--- src/rtl/demux2_stream_if.sv ---
// Stream handshake bundle for demux2_stream: one producer port and two consumer ports.
interface demux2_stream_if #(
    parameter int N = 32
);
    logic         S;
    logic         in_valid;
    logic         in_ready;
    logic [N-1:0] D;
    logic         out0_valid;
    logic         out0_ready;
    logic [N-1:0] Y0;
    logic         out1_valid;
    logic         out1_ready;
    logic [N-1:0] Y1;

    // Environment side: producer plus both consumers
    modport master (
        output S, in_valid, D, out0_ready, out1_ready,
        input  in_ready, out0_valid, Y0, out1_valid, Y1
    );

    modport slave (
        input  S, in_valid, D, out0_ready, out1_ready,
        output in_ready, out0_valid, Y0, out1_valid, Y1
    );
endinterface

--- src/rtl/demux2_stream.sv ---
// Registered 1-to-2 stream demultiplexer: each accepted word goes to the slot chosen by S.
// Each output slot is an EMPTY/FULL state machine with its own holding register and drain counter.
//
// state | meaning
// EMPTY | slot holds no deliverable word, outk_valid=0, Yk keeps last delivered word
// FULL  | slot holds a word awaiting consumer k, outk_valid=1
module demux2_stream #(
    parameter int n    = 32,
    parameter int CNTW = 16
) (
    input  logic            clk,
    input  logic            reset_n,
    input  logic            clear,
    demux2_stream_if.slave  bus,
    output logic [CNTW-1:0] count0,
    output logic [CNTW-1:0] count1
);
    typedef enum logic {EMPTY = 1'b0, FULL = 1'b1} slot_t;

    slot_t            r_st0, r_st1;
    slot_t            w_nx0, w_nx1;
    logic [n-1:0]     r_y0, r_y1;
    logic [CNTW-1:0]  r_cnt0, r_cnt1;
    logic             w_in_ready;
    logic             w_load0, w_load1;
    logic             w_drain0, w_drain1;
    logic             w_valid0, w_valid1;

    assign w_valid0 = (r_st0 == FULL);
    assign w_valid1 = (r_st1 == FULL);

    assign w_drain0 = w_valid0 & bus.out0_ready;
    assign w_drain1 = w_valid1 & bus.out1_ready;

    // Readiness looks only at the selected slot so a stall on the other port never blocks
    assign w_in_ready = bus.S ? (~w_valid1 | bus.out1_ready)
                              : (~w_valid0 | bus.out0_ready);

    assign w_load0 = bus.in_valid & w_in_ready & ~bus.S;
    assign w_load1 = bus.in_valid & w_in_ready &  bus.S;

    always_ff @(posedge clk or negedge reset_n) begin
        if (!reset_n) begin
            r_st0 <= EMPTY;
            r_st1 <= EMPTY;
        end else begin
            r_st0 <= w_nx0;
            r_st1 <= w_nx1;
        end
    end

    always_comb begin
        w_nx0 = r_st0;
        w_nx1 = r_st1;
        if (w_load0)
            w_nx0 = FULL;
        else if (w_drain0)
            w_nx0 = EMPTY;
        if (w_load1)
            w_nx1 = FULL;
        else if (w_drain1)
            w_nx1 = EMPTY;
    end

    always_ff @(posedge clk or negedge reset_n) begin
        if (!reset_n) begin
            r_y0 <= '0;
            r_y1 <= '0;
        end else begin
            if (w_load0)
                r_y0 <= bus.D;
            if (w_load1)
                r_y1 <= bus.D;
        end
    end

    // Counters saturate at all-ones; clear wins over a coincident drain
    always_ff @(posedge clk or negedge reset_n) begin
        if (!reset_n) begin
            r_cnt0 <= '0;
            r_cnt1 <= '0;
        end else if (clear) begin
            r_cnt0 <= '0;
            r_cnt1 <= '0;
        end else begin
            if (w_drain0 && (r_cnt0 != '1))
                r_cnt0 <= r_cnt0 + CNTW'(1);
            if (w_drain1 && (r_cnt1 != '1))
                r_cnt1 <= r_cnt1 + CNTW'(1);
        end
    end

    assign bus.in_ready   = w_in_ready;
    assign bus.out0_valid = w_valid0;
    assign bus.out1_valid = w_valid1;
    assign bus.Y0         = r_y0;
    assign bus.Y1         = r_y1;
    assign count0         = r_cnt0;
    assign count1         = r_cnt1;
endmodule

--- src/flat_wrapper.sv ---
// flat-port wrapper written by rule: the top's interface ports become plain ports
module demux2_stream_flat 
#(
    parameter int n    = 32,
    parameter int CNTW = 16
)
  (clk, reset_n, clear, count0, count1, bus_S, bus_in_valid, bus_D, bus_out0_ready, bus_out1_ready, bus_in_ready, bus_out0_valid, bus_Y0, bus_out1_valid, bus_Y1);
  demux2_stream_if #(.N((32))) bus_i ();
  input  logic clk;
  input  logic reset_n;
  input  logic clear;
  output logic [CNTW-1:0] count0;
  output logic [CNTW-1:0] count1;
  input wire logic [$bits(bus_i.S)-1:0] bus_S;
  input wire logic [$bits(bus_i.in_valid)-1:0] bus_in_valid;
  input wire logic [$bits(bus_i.D)-1:0] bus_D;
  input wire logic [$bits(bus_i.out0_ready)-1:0] bus_out0_ready;
  input wire logic [$bits(bus_i.out1_ready)-1:0] bus_out1_ready;
  output wire logic [$bits(bus_i.in_ready)-1:0] bus_in_ready;
  output wire logic [$bits(bus_i.out0_valid)-1:0] bus_out0_valid;
  output wire logic [$bits(bus_i.Y0)-1:0] bus_Y0;
  output wire logic [$bits(bus_i.out1_valid)-1:0] bus_out1_valid;
  output wire logic [$bits(bus_i.Y1)-1:0] bus_Y1;
  assign bus_i.S = bus_S;
  assign bus_i.in_valid = bus_in_valid;
  assign bus_i.D = bus_D;
  assign bus_i.out0_ready = bus_out0_ready;
  assign bus_i.out1_ready = bus_out1_ready;
  assign bus_in_ready = bus_i.in_ready;
  assign bus_out0_valid = bus_i.out0_valid;
  assign bus_Y0 = bus_i.Y0;
  assign bus_out1_valid = bus_i.out1_valid;
  assign bus_Y1 = bus_i.Y1;
  demux2_stream #(.n(n), .CNTW(CNTW)) u_core (.clk(clk), .reset_n(reset_n), .clear(clear), .bus(bus_i), .count0(count0), .count1(count1));
endmodule
--- config.mk ---
export PLATFORM = sky130hd
export DESIGN_NAME = demux2_stream_flat
export DESIGN_NICKNAME = d
export VERILOG_FILES = /design/src/rtl/demux2_stream_if.sv /design/src/rtl/demux2_stream.sv /design/src/flat_wrapper.sv
export SDC_FILE = /design/constraint.sdc
export NUM_CORES = 1
export LEC_CHECK = 0
export ABC_AREA = 1
export BUFFER_PORTS_ARGS = -buffer_cell sky130_fd_sc_hd__buf_2
export CORE_ASPECT_RATIO = 1.5
export CORE_MARGIN = 5
export CORE_UTILIZATION = 34
export DETAILED_ROUTE_END_ITERATION = 12
export PLACE_DENSITY_LB_ADDON = 0.2
export REMOVE_ABC_BUFFERS = 1
export SYNTH_ARGS = -nofsm -noshare
export SYNTH_HDL_FRONTEND = slang
export SYNTH_SLANG_ARGS = --single-unit
--- constraint.sdc ---
create_clock -name clk -period 3.8 [get_ports clk]
set_input_delay 0.76 -clock clk [delete_from_list [all_inputs] [get_ports clk]]
set_output_delay 0.76 -clock clk [all_outputs]
set_load 0.02 [all_outputs]
* Word-level counts from Yosys, hierarchy flattened
Cells that the tools add are included.
** Operators by class
- $add $sub $neg :: 2
- Equality and inequality tests :: 2
- Multiplexer cells :: 9
- Bitwise gates (word level) :: 10
- Reductions and logical operators :: 6
** Operators by type and width (number)
- $mux W16 :: 4
- $add A16 B1 Y16 const B :: 2
- $ne A16 B16 Y1 const B :: 2
- $reduce_bool A2 Y1 :: 4
- $and A1 B1 Y1 :: 5
- $mux W1 :: 5
- $not A1 Y1 :: 3
- $logic_and A1 B1 Y1 :: 2
- $or A1 B1 Y1 :: 2
** Word-level totals
- Bits in registers :: 98
- Input port bits :: 39
- Output and inout bits :: 99
- Logic and storage cells :: 35

* Longest topological paths before layout
Gate-level depths: netlist (run 1).
- Depth in word-level cells :: 6
- Mapped depth :: 10

* Worst setup path after synthesis (run 1)
OpenSTA, ideal clock, no wires.
- Path kind :: input -> output
- Start :: input port bus_out0_ready
- End :: output port bus_in_ready
- Data arrival time :: 1.271 ns
- Required time :: 3.040 ns
- Path slack :: 1.769 ns
- Stages on the path :: 4
- Cells stage by stage :: inv_1 > nand2_1 > nor2_1 > a31oi_1
** Between the ends
- Word-level cells in the longest chain between the ends :: 2
** Ends and longest elaborated chain
- start: declaration :: line flat_wrapper.sv:17 : input wire logic [$bits(bus_i.out0_ready)-1:0] bus_out0_ready;
- $or A1 B1 Y1 :: line demux2_stream.sv:37 : : (~w_valid0 | bus.out0_ready);
- $mux W1 :: line demux2_stream.sv:36 : assign w_in_ready = bus.S ? (~w_valid1 | bus.out1_ready)
- end: declaration :: line flat_wrapper.sv:19 : output wire logic [$bits(bus_i.in_ready)-1:0] bus_in_ready;
No other way between the ends.

* Worst setup path after layout (run 1)
Ends and elaborated chain as after synthesis.

==> results of run 1 <==
cell type report:
class / count / area, µm²
clock buffers: 10 / 229
clock inverters: 6 / 61.3
fillers: 1367 / 7390
inverters: 61 / 229
multi-input cells: 368 / 1730
flip-flops and latches: 98 / 2450
well taps: 159 / 199
repair buffers: 141 / 731
worst paths after layout:
| check | start | endpoint | slack [ns] | depth (start not counted) |
|---|---|---|---|---|
| worst min-delay path | reset_n | u_core.bus.Y0[19] | 0.41 | 1 |
| worst max-delay path | bus_out0_ready | bus_in_ready | 1.70 | 6 |
| worst min register to register | u_core.bus.Y0[4] | u_core.bus.Y0[4] | 0.48 | 2 |
| worst max register to register | u_core.count0[1] | u_core.count0[9] | 2.05 | 9 |
| min in group clk | u_core.bus.Y0[4] | u_core.bus.Y0[4] | 0.48 | 2 |
| max in group asynchronous | reset_n | u_core.bus.Y1[18] | 2.67 | 2 |
layer usage:
| layer | global-route usage, % | vias to the layer above |
|---|---|---|
| met5 | 0 | - |
| met4 | 6.48 | 2 |
| met3 | 5.03 | 17 |
| met2 | 26.1 | 116 |
| met1 | 17.9 | 1842 |
| li1 | - | 2009 |
stage by stage:
| step | instance area (µm²) | hold slack (ns) |
|---|---|---|
| 6_report | 5630 | 0.408 |
| 3_5_place_dp | 5340 | 0.467 |
| 3_3_place_gp | 5340 | 0.463 |
| 4_1_cts | 5630 | 0.415 |
| 5_1_grt | 5630 | 0.433 |
| 2_1_floorplan | 4410 | 0.464 |
cells in the final DEF (no fill, tap or decap), types with 2 or more instances in the layout:
cell / synthesis / routed
sky130_fd_sc_hd__nand2_1: 165 / 165
sky130_fd_sc_hd__buf_2: 4 / 136
sky130_fd_sc_hd__dfrtp_1: 98 / 98
sky130_fd_sc_hd__o21ai_0: 77 / 77
sky130_fd_sc_hd__inv_1: 60 / 60
sky130_fd_sc_hd__nand3_1: 49 / 48
sky130_fd_sc_hd__nor2_1: 34 / 34
sky130_fd_sc_hd__nand4_1: 11 / 11
sky130_fd_sc_hd__xor2_1: 9 / 9
sky130_fd_sc_hd__clkbuf_16: 0 / 9
sky130_fd_sc_hd__o21bai_1: 6 / 6
sky130_fd_sc_hd__nor2_4: 5 / 5
sky130_fd_sc_hd__buf_4: 1 / 4
sky130_fd_sc_hd__nand3b_1: 2 / 2
sky130_fd_sc_hd__nand2_2: 2 / 2
sky130_fd_sc_hd__xnor2_1: 2 / 2
sky130_fd_sc_hd__ha_1: 2 / 2
sky130_fd_sc_hd__clkinv_4: 0 / 2
sequential cells by signal, summed over array words and instances, names as in the netlist:
register and cells:
u_core.count1 16, u_core.count0 16, u_core.bus.Y0 32, u_core.bus.out0_valid 1
u_core.bus.out1_valid 1, u_core.bus.Y1 32
power groups by stage:
stage	Sequential [mW]	Clock, mW	Combinational (mW)
6_report	1.22	0.893	0.473
5_1_grt	1.23	0.974	0.528
4_1_cts	1.22	0.929	0.486
3_5_place_dp	1.24	0	0.487
3_3_place_gp	1.24	0	0.476
2_1_floorplan	1.38	0	0.123
logic make-up after synthesis:
logic type / Yosys count / share of synthesized area [%]
compound gates: 85 / 9.81
xor+xnor: 11 / 2.14
fa+ha+maj: 2 / 0.556
buf+inv: 82 / 7.20
flops: 98 / 54.5
simple gates: 270 / 25.8
==> impl_metrics.yaml, run 1 <==
synth:
  synth.cell_area_um2: 4500
  seq_area_frac_synth_pct: 54.5
  synthTopCellsByCount: "165 x sky130_fd_sc_hd__nand2_1, 98 x sky130_fd_sc_hd__dfrtp_1, 77 x sky130_fd_sc_hd__o21ai_0"
  synthesis.yosys.warnings: 0
  syn-mean-instance-area_um2: 8.21
  synthArstFlopShare_pct: 100
  synth.top_cells.by_area: "sky130_fd_sc_hd__dfrtp_1 54%, sky130_fd_sc_hd__nand2_1 14%, sky130_fd_sc_hd__o21ai_0 8.6%, sky130_fd_sc_hd__nand3_1 5.4%, sky130_fd_sc_hd__inv_1 5.0%"
  syn-instance-count: 548
  most_frequently_used_cell_type_in_the_post_synthesis_netlist: "sky130_fd_sc_hd__nand2_1"
  synth_top_cell_area_share_pct: 54.5
  synth-edff-count: 0
  ys.flop_type: "sky130_fd_sc_hd__dfrtp_1"
  postSynthRegisterBits: 98
  number_of_distinct_library_cells_after_synthesis: 24
  top_cell_type_by_total_area_after_synthesis: "sky130_fd_sc_hd__dfrtp_1"
timing:
  achievable_frequency_ghz: 0.476
  setup_viol: 0
  fin_setup_tns_ns: 0
  unrepaired_setup_endpoints_after_global_routing: "no"
  layout_min_cycle_time_ns: 2.10
  finalClockSkew_ns: 0.00920
  maxSlewViolCount: 0
  period_share_pct: 55.2
  timing_worst_slew_pin_value_ns: 0.593
  hold_violations: 0
  slew_headroom_pct: 60.5
  setup_ws_ns: 1.70
floorplanning:
  initial_core_util_pct: 34.6
  chipHeight_um: 151
  area_of_the_core_um2: 13000
  std_cell_rows: 51
  ios: 138
  die_area_um2: 15700
  fp.dieW_um: 104
setup_path:
  critical_path_arrival_ns: 1.34
  cp_cell_sequence: "buf_2 -> inv_1 -> nand2_1 -> nor2_1 -> a31oi_1 -> buf_2"
  timing.critical_path.max_delay_family: "buffers and inverters"
  critPathMostFrequentCell: "sky130_fd_sc_hd__buf_2"
  crit_required_ns: 3.04
  setup.worst_path.end_class: "output pin"
  timing.critical_path.from_type: "primary input"
  critPathBufInv: 3
  worstPathMaxFanout: 3
  cpPeakStageDelay_ns: 0.18
  critical-path-slowest-cell: "sky130_fd_sc_hd__buf_2"
  worstSetupPathType: "primary input to output pin"
grt:
  initial_antenna_violation_count: 1
  gr-total-overflow: 0
  maximum_number_of_pins_on_one_net_before_global_route_repair: 66
  grt_first_pass_wirelength_mm: 20.0
  vias_in_the_first_global_route: 4083
  global_route.usage.total_pct: 15.4
drt:
  route.detailed.wl_per_inst_um: 13.8
  drt-total-wl_mm: 11.6
  drc_violation_total_after_the_first_tritonroute_iteration: 128
  detail_route.first_pass.iterations: 4
  routed-wl-met3_um: 898
  met2RoutedLength_mm: 5.68
  m1WireLength_mm: 4.80
  avgViaCountPerCell: 4.73
  vias: 3986
  ant_nets: 0
  drt_drc_violations_left: 0
  routed.top_layer: "met5"
cts:
  cts.reportedPaths.clkPinSlew_ns: 0.07
  cts_resized: 0
  clock_latency_ns: 0.34
  cts_htree_levels: 3
  tritoncts: "yes"
  cts.repair_timing.setup_buffer_count: 0
  clock-root-buffer: "sky130_fd_sc_hd__clkbuf_16"
  cts_buffer_depth: 2
  tritoncts_num_sinks: 98
  numCtsBuffers: 9
  cts_hold_buffers: 0
power:
  p_seq_share_pct: 47.2
  net_sw_power_uw: 822
  power.share.clock_pct: 34.5
  cellInternalPower_mw: 1.76
  p_total_mw: 2.58
  pwrdens_nw_per_um2: 459
  combPwrFrac_pct: 18.3
  p_leak_nw: 3.05
  power.ir.vdd_worst_uv: 261
  netSwitchingFraction_pct: 31.8
outcome:
  run_status: "finished, final reports clean"
layout:
  final_net_count: 720
  final_core_utilization_pct: 43.3
  post_layout_nonfiller_instances: 843
  area_growth_syn_to_layout_pct: 25.1
  n_antenna_cell: 0
  final_layout_size_suffix_gt1_share_pct: 24.3
worst_hold_path:
  class_of_the_tightest_hold_or_removal_check: "primary input to asynchronous set/reset pin"
place:
  dpl_worst_slack_ns: 1.62
  quantity_of_i_o_buffers_inserted_on_ports: 137
  place.detailed.hpwl_mm: 8.40
  place_congestion: 0.797
  post-place-cells: 827
flow_run:
  max_cap_violations: 0
Power figures use the tool's default switching activity.
==> run 2: changes to the inputs <==
--- a/config.mk
+++ b/config.mk
@@ -5,7 +5,7 @@
 export SDC_FILE = /design/constraint.sdc
 export NUM_CORES = 1
 export LEC_CHECK = 0
-export ABC_AREA = 1
+export ABC_AREA = 0
 export BUFFER_PORTS_ARGS = -buffer_cell sky130_fd_sc_hd__buf_2
 export CORE_ASPECT_RATIO = 1.5
 export CORE_MARGIN = 5
==> constraint.sdc (replaced) <==
create_clock -name clk -period 2 [get_ports clk]
set_input_delay 0.4 -clock clk [delete_from_list [all_inputs] [get_ports clk]]
set_output_delay 0.4 -clock clk [all_outputs]
set_load 0.02 [all_outputs]
==> run 2 against run 1 <==
Worst setup slack got worse by 1.6 ns. Highest routed layer unchanged. Largest cell class unchanged. Sequential cell count is the same. Global-route usage down 0.20 points. Largest power group unchanged. Clock power rose by 85%. Critical path depth down 1. Sequential power increased by 93%.
==> impl_metrics.yaml, run 2 <==
place:
  quantity_of_i_o_buffers_inserted_on_ports: 137
  dpl-instance-area_um2: 5320
  place.detailed.hpwl_mm: 8.15
  place_congestion: 0.776
  dpl_worst_slack_ns: 0.0939
  post-place-cells: 654
setup_path:
  worstPathMaxFanout: 7
  critical_path_arrival_ns: 2.07
  setup.worst_path.end_class: "flip-flop"
  timing.critical_path.from_type: "flip-flop"
  crit_required_ns: 2.22
  cp_cell_sequence: "ha_1 -> nand3_2 -> or3_1 -> a311oi_1 -> mux2_2"
  critical-path-slowest-cell: "sky130_fd_sc_hd__or3_1"
  worstSetupPathType: "flip-flop to flip-flop"
  cpPeakStageDelay_ns: 0.41
cts:
  tritoncts: "yes"
  cts_htree_levels: 3
  numCtsBuffers: 9
  cts_buffer_depth: 2
  clock_latency_ns: 0.34
  tritoncts_num_sinks: 98
  cts.reportedPaths.clkPinSlew_ns: 0.07
  clock-root-buffer: "sky130_fd_sc_hd__clkbuf_16"
flow_run:
  max_cap_violations: 0
synth:
  top_cell_type_by_total_area_after_synthesis: "sky130_fd_sc_hd__dfrtp_1"
  synth.cell_area_um2: 4290
  synth_top_cell_area_share_pct: 57.2
  synthArstFlopShare_pct: 100
  synth.top_cells.by_area: "sky130_fd_sc_hd__dfrtp_1 57%, sky130_fd_sc_hd__mux2_2 18%, sky130_fd_sc_hd__a21oi_1 2.7%, sky130_fd_sc_hd__or3_1 2.6%, sky130_fd_sc_hd__o21ai_0 2.0%"
  syn-mean-instance-area_um2: 12.1
  synthTopCellsByCount: "98 x sky130_fd_sc_hd__dfrtp_1, 68 x sky130_fd_sc_hd__mux2_2, 23 x sky130_fd_sc_hd__a21oi_1"
  postSynthRegisterBits: 98
  most_frequently_used_cell_type_in_the_post_synthesis_netlist: "sky130_fd_sc_hd__dfrtp_1"
  seq_area_frac_synth_pct: 57.2
  synthesis.yosys.warnings: 0
  syn-instance-count: 354
  ys.flop_type: "sky130_fd_sc_hd__dfrtp_1"
  number_of_distinct_library_cells_after_synthesis: 39
  synth-edff-count: 0
timing:
  fin_setup_tns_ns: 0
  finalClockSkew_ns: 0.00911
  achievable_frequency_ghz: 0.540
  timing_worst_slew_pin_value_ns: 0.586
  slew_headroom_pct: 60.9
  setup_ws_ns: 0.148
  period_share_pct: 92.6
  unrepaired_setup_endpoints_after_global_routing: "no"
  layout_min_cycle_time_ns: 1.85
  finalHoldWorstSlack_ns: 0.301
  setup_viol: 0
  hold_violations: 0
  maxSlewViolCount: 0
drt:
  vias: 3449
  drt-total-wl_mm: 10.9
  route.detailed.wl_per_inst_um: 16.2
  avgViaCountPerCell: 5.13
  drt_drc_violations_left: 0
  detail_route.first_pass.iterations: 4
  ant_nets: 0
  drc_violation_total_after_the_first_tritonroute_iteration: 86
grt:
  vias_in_the_first_global_route: 3703
  grt_first_pass_wirelength_mm: 18.2
  maximum_number_of_pins_on_one_net_before_global_route_repair: 47
  gr-total-overflow: 0
  global_route.usage.total_pct: 15.2
  initial_antenna_violation_count: 1
layout:
  finalInstanceArea_um2: 5640
  fillers: 1207
  most-common-layout-cells: "136 x sky130_fd_sc_hd__buf_2, 98 x sky130_fd_sc_hd__dfrtp_1, 68 x sky130_fd_sc_hd__mux2_2"
  layout.cells.most_common: "sky130_fd_sc_hd__buf_2"
  post_layout_nonfiller_instances: 672
  n_antenna_cell: 0
  area_growth_syn_to_layout_pct: 31.5
  final_core_utilization_pct: 45.3
  final_net_count: 553
  final_layout_size_suffix_gt1_share_pct: 49.4
floorplanning:
  area_of_the_core_um2: 12400
  ios: 138
  std_cell_rows: 50
  fp.dieW_um: 102
  chipHeight_um: 148
  die_area_um2: 15000
  initial_core_util_pct: 34.5
power:
  power.ir.vdd_worst_uv: 496
  p_total_mw: 5.04
  p_leak_nw: 2.57
  pwrdens_nw_per_um2: 893
outcome:
  run_status: "finished, final reports clean"
worst_hold_path:
  class_of_the_tightest_hold_or_removal_check: "primary input to flip-flop"
==> run 2: cell types whose count changed after synthesis, moves of 6 or more <==
cell                      previous run  this run
sky130_fd_sc_hd__o21ai_0            77        17
sky130_fd_sc_hd__mux2_2              0        68
sky130_fd_sc_hd__or3_1               0        18
sky130_fd_sc_hd__nand2_1           165        16
sky130_fd_sc_hd__inv_1              60         6
sky130_fd_sc_hd__a21oi_1             1        23
sky130_fd_sc_hd__nor2_1             34        11
sky130_fd_sc_hd__nor4_1              0         6
sky130_fd_sc_hd__nor3_1              1         7
sky130_fd_sc_hd__nand3_1            49        11
sky130_fd_sc_hd__xor2_1              9         0
sky130_fd_sc_hd__or4_1               0         6
==> run 2: final cells by class <==
cell class / count / area (µm²) / area share (%)
well taps: 156 / 195 / 3.46
repair buffers: 163 / 923 / 16.4
clock buffers: 9 / 225 / 3.99
clock inverters: 6 / 57.6 / 1.02
flip-flops and latches: 98 / 2450 / 43.5
multi-input cells: 234 / 1760 / 31.3
inverters: 6 / 22.5 / 0.399
==> run 2: kinds of logic (layout without fill, tap and decap cells) <==
logic type | after synthesis | after routing | share of synthesized area (%)
compound gates | 55 | 55 | 7.29
fa+ha+maj | 2 | 2 | 0.583
buf+inv | 22 | 184 | 2.13
flops | 98 | 98 | 57.2
mux | 69 | 69 | 18.1
simple gates | 108 | 108 | 14.7
==> run 2: path summary, 6_finish.rpt <==
check	startpoint	to	slack [ns]	depth (start not counted)
min in group asynchronous	reset_n	u_core.bus.Y0[14]	0.51	2
hold reg to reg	u_core.bus.Y1[0]	u_core.bus.Y1[0]	0.50	1
hold / removal	bus_D[4]	u_core.bus.Y1[4]	0.30	2
setup reg to reg	u_core.count1[1]	u_core.count1[10]	0.15	5
setup / recovery	u_core.count1[1]	u_core.count1[10]	0.15	5
max in group asynchronous	reset_n	u_core.count0[9]	0.87	3
==> run 2: timing repair <==
action | CTS | global route
buffers inserted | 0 | 2
endpoints found under the setup margin | 0 | 3
gates resized for setup | 0 | 3
endpoints found under the hold margin | 25 | 0
hold buffers | 1 | 0
==> run 2: report_power, final <==
part           leakage, nW  switching (mW)  internal, mW
clock                0.140           0.782         0.868
combinational         1.21           0.611         0.423
sequential            1.22           0.127          2.23
==> run 2: worst max-delay path, delay by kind of cell, from the launching register on <==
family / cells / cell delay, ns
compound gates: 1 / 0.28
flops: 1 / 0.36
simple gates: 2 / 0.54
fa+ha+maj: 1 / 0.19
mux: 1 / 0.36
==> run 2: routing by layer <==
| metal | GRT usage (%) | part of all wire (%) | vias up | routed length [µm] |
|---|---|---|---|---|
| met1 | 17.6 | 38 | 1699 | 4180 |
| met5 | 0 | 0.064 | - | 7 |
| met3 | 5.85 | 9.2 | 18 | 997 |
| met2 | 25.4 | 51 | 105 | 5490 |
| met4 | 5.19 | 1.8 | 2 | 196 |
| li1 | - | - | 1625 | - |
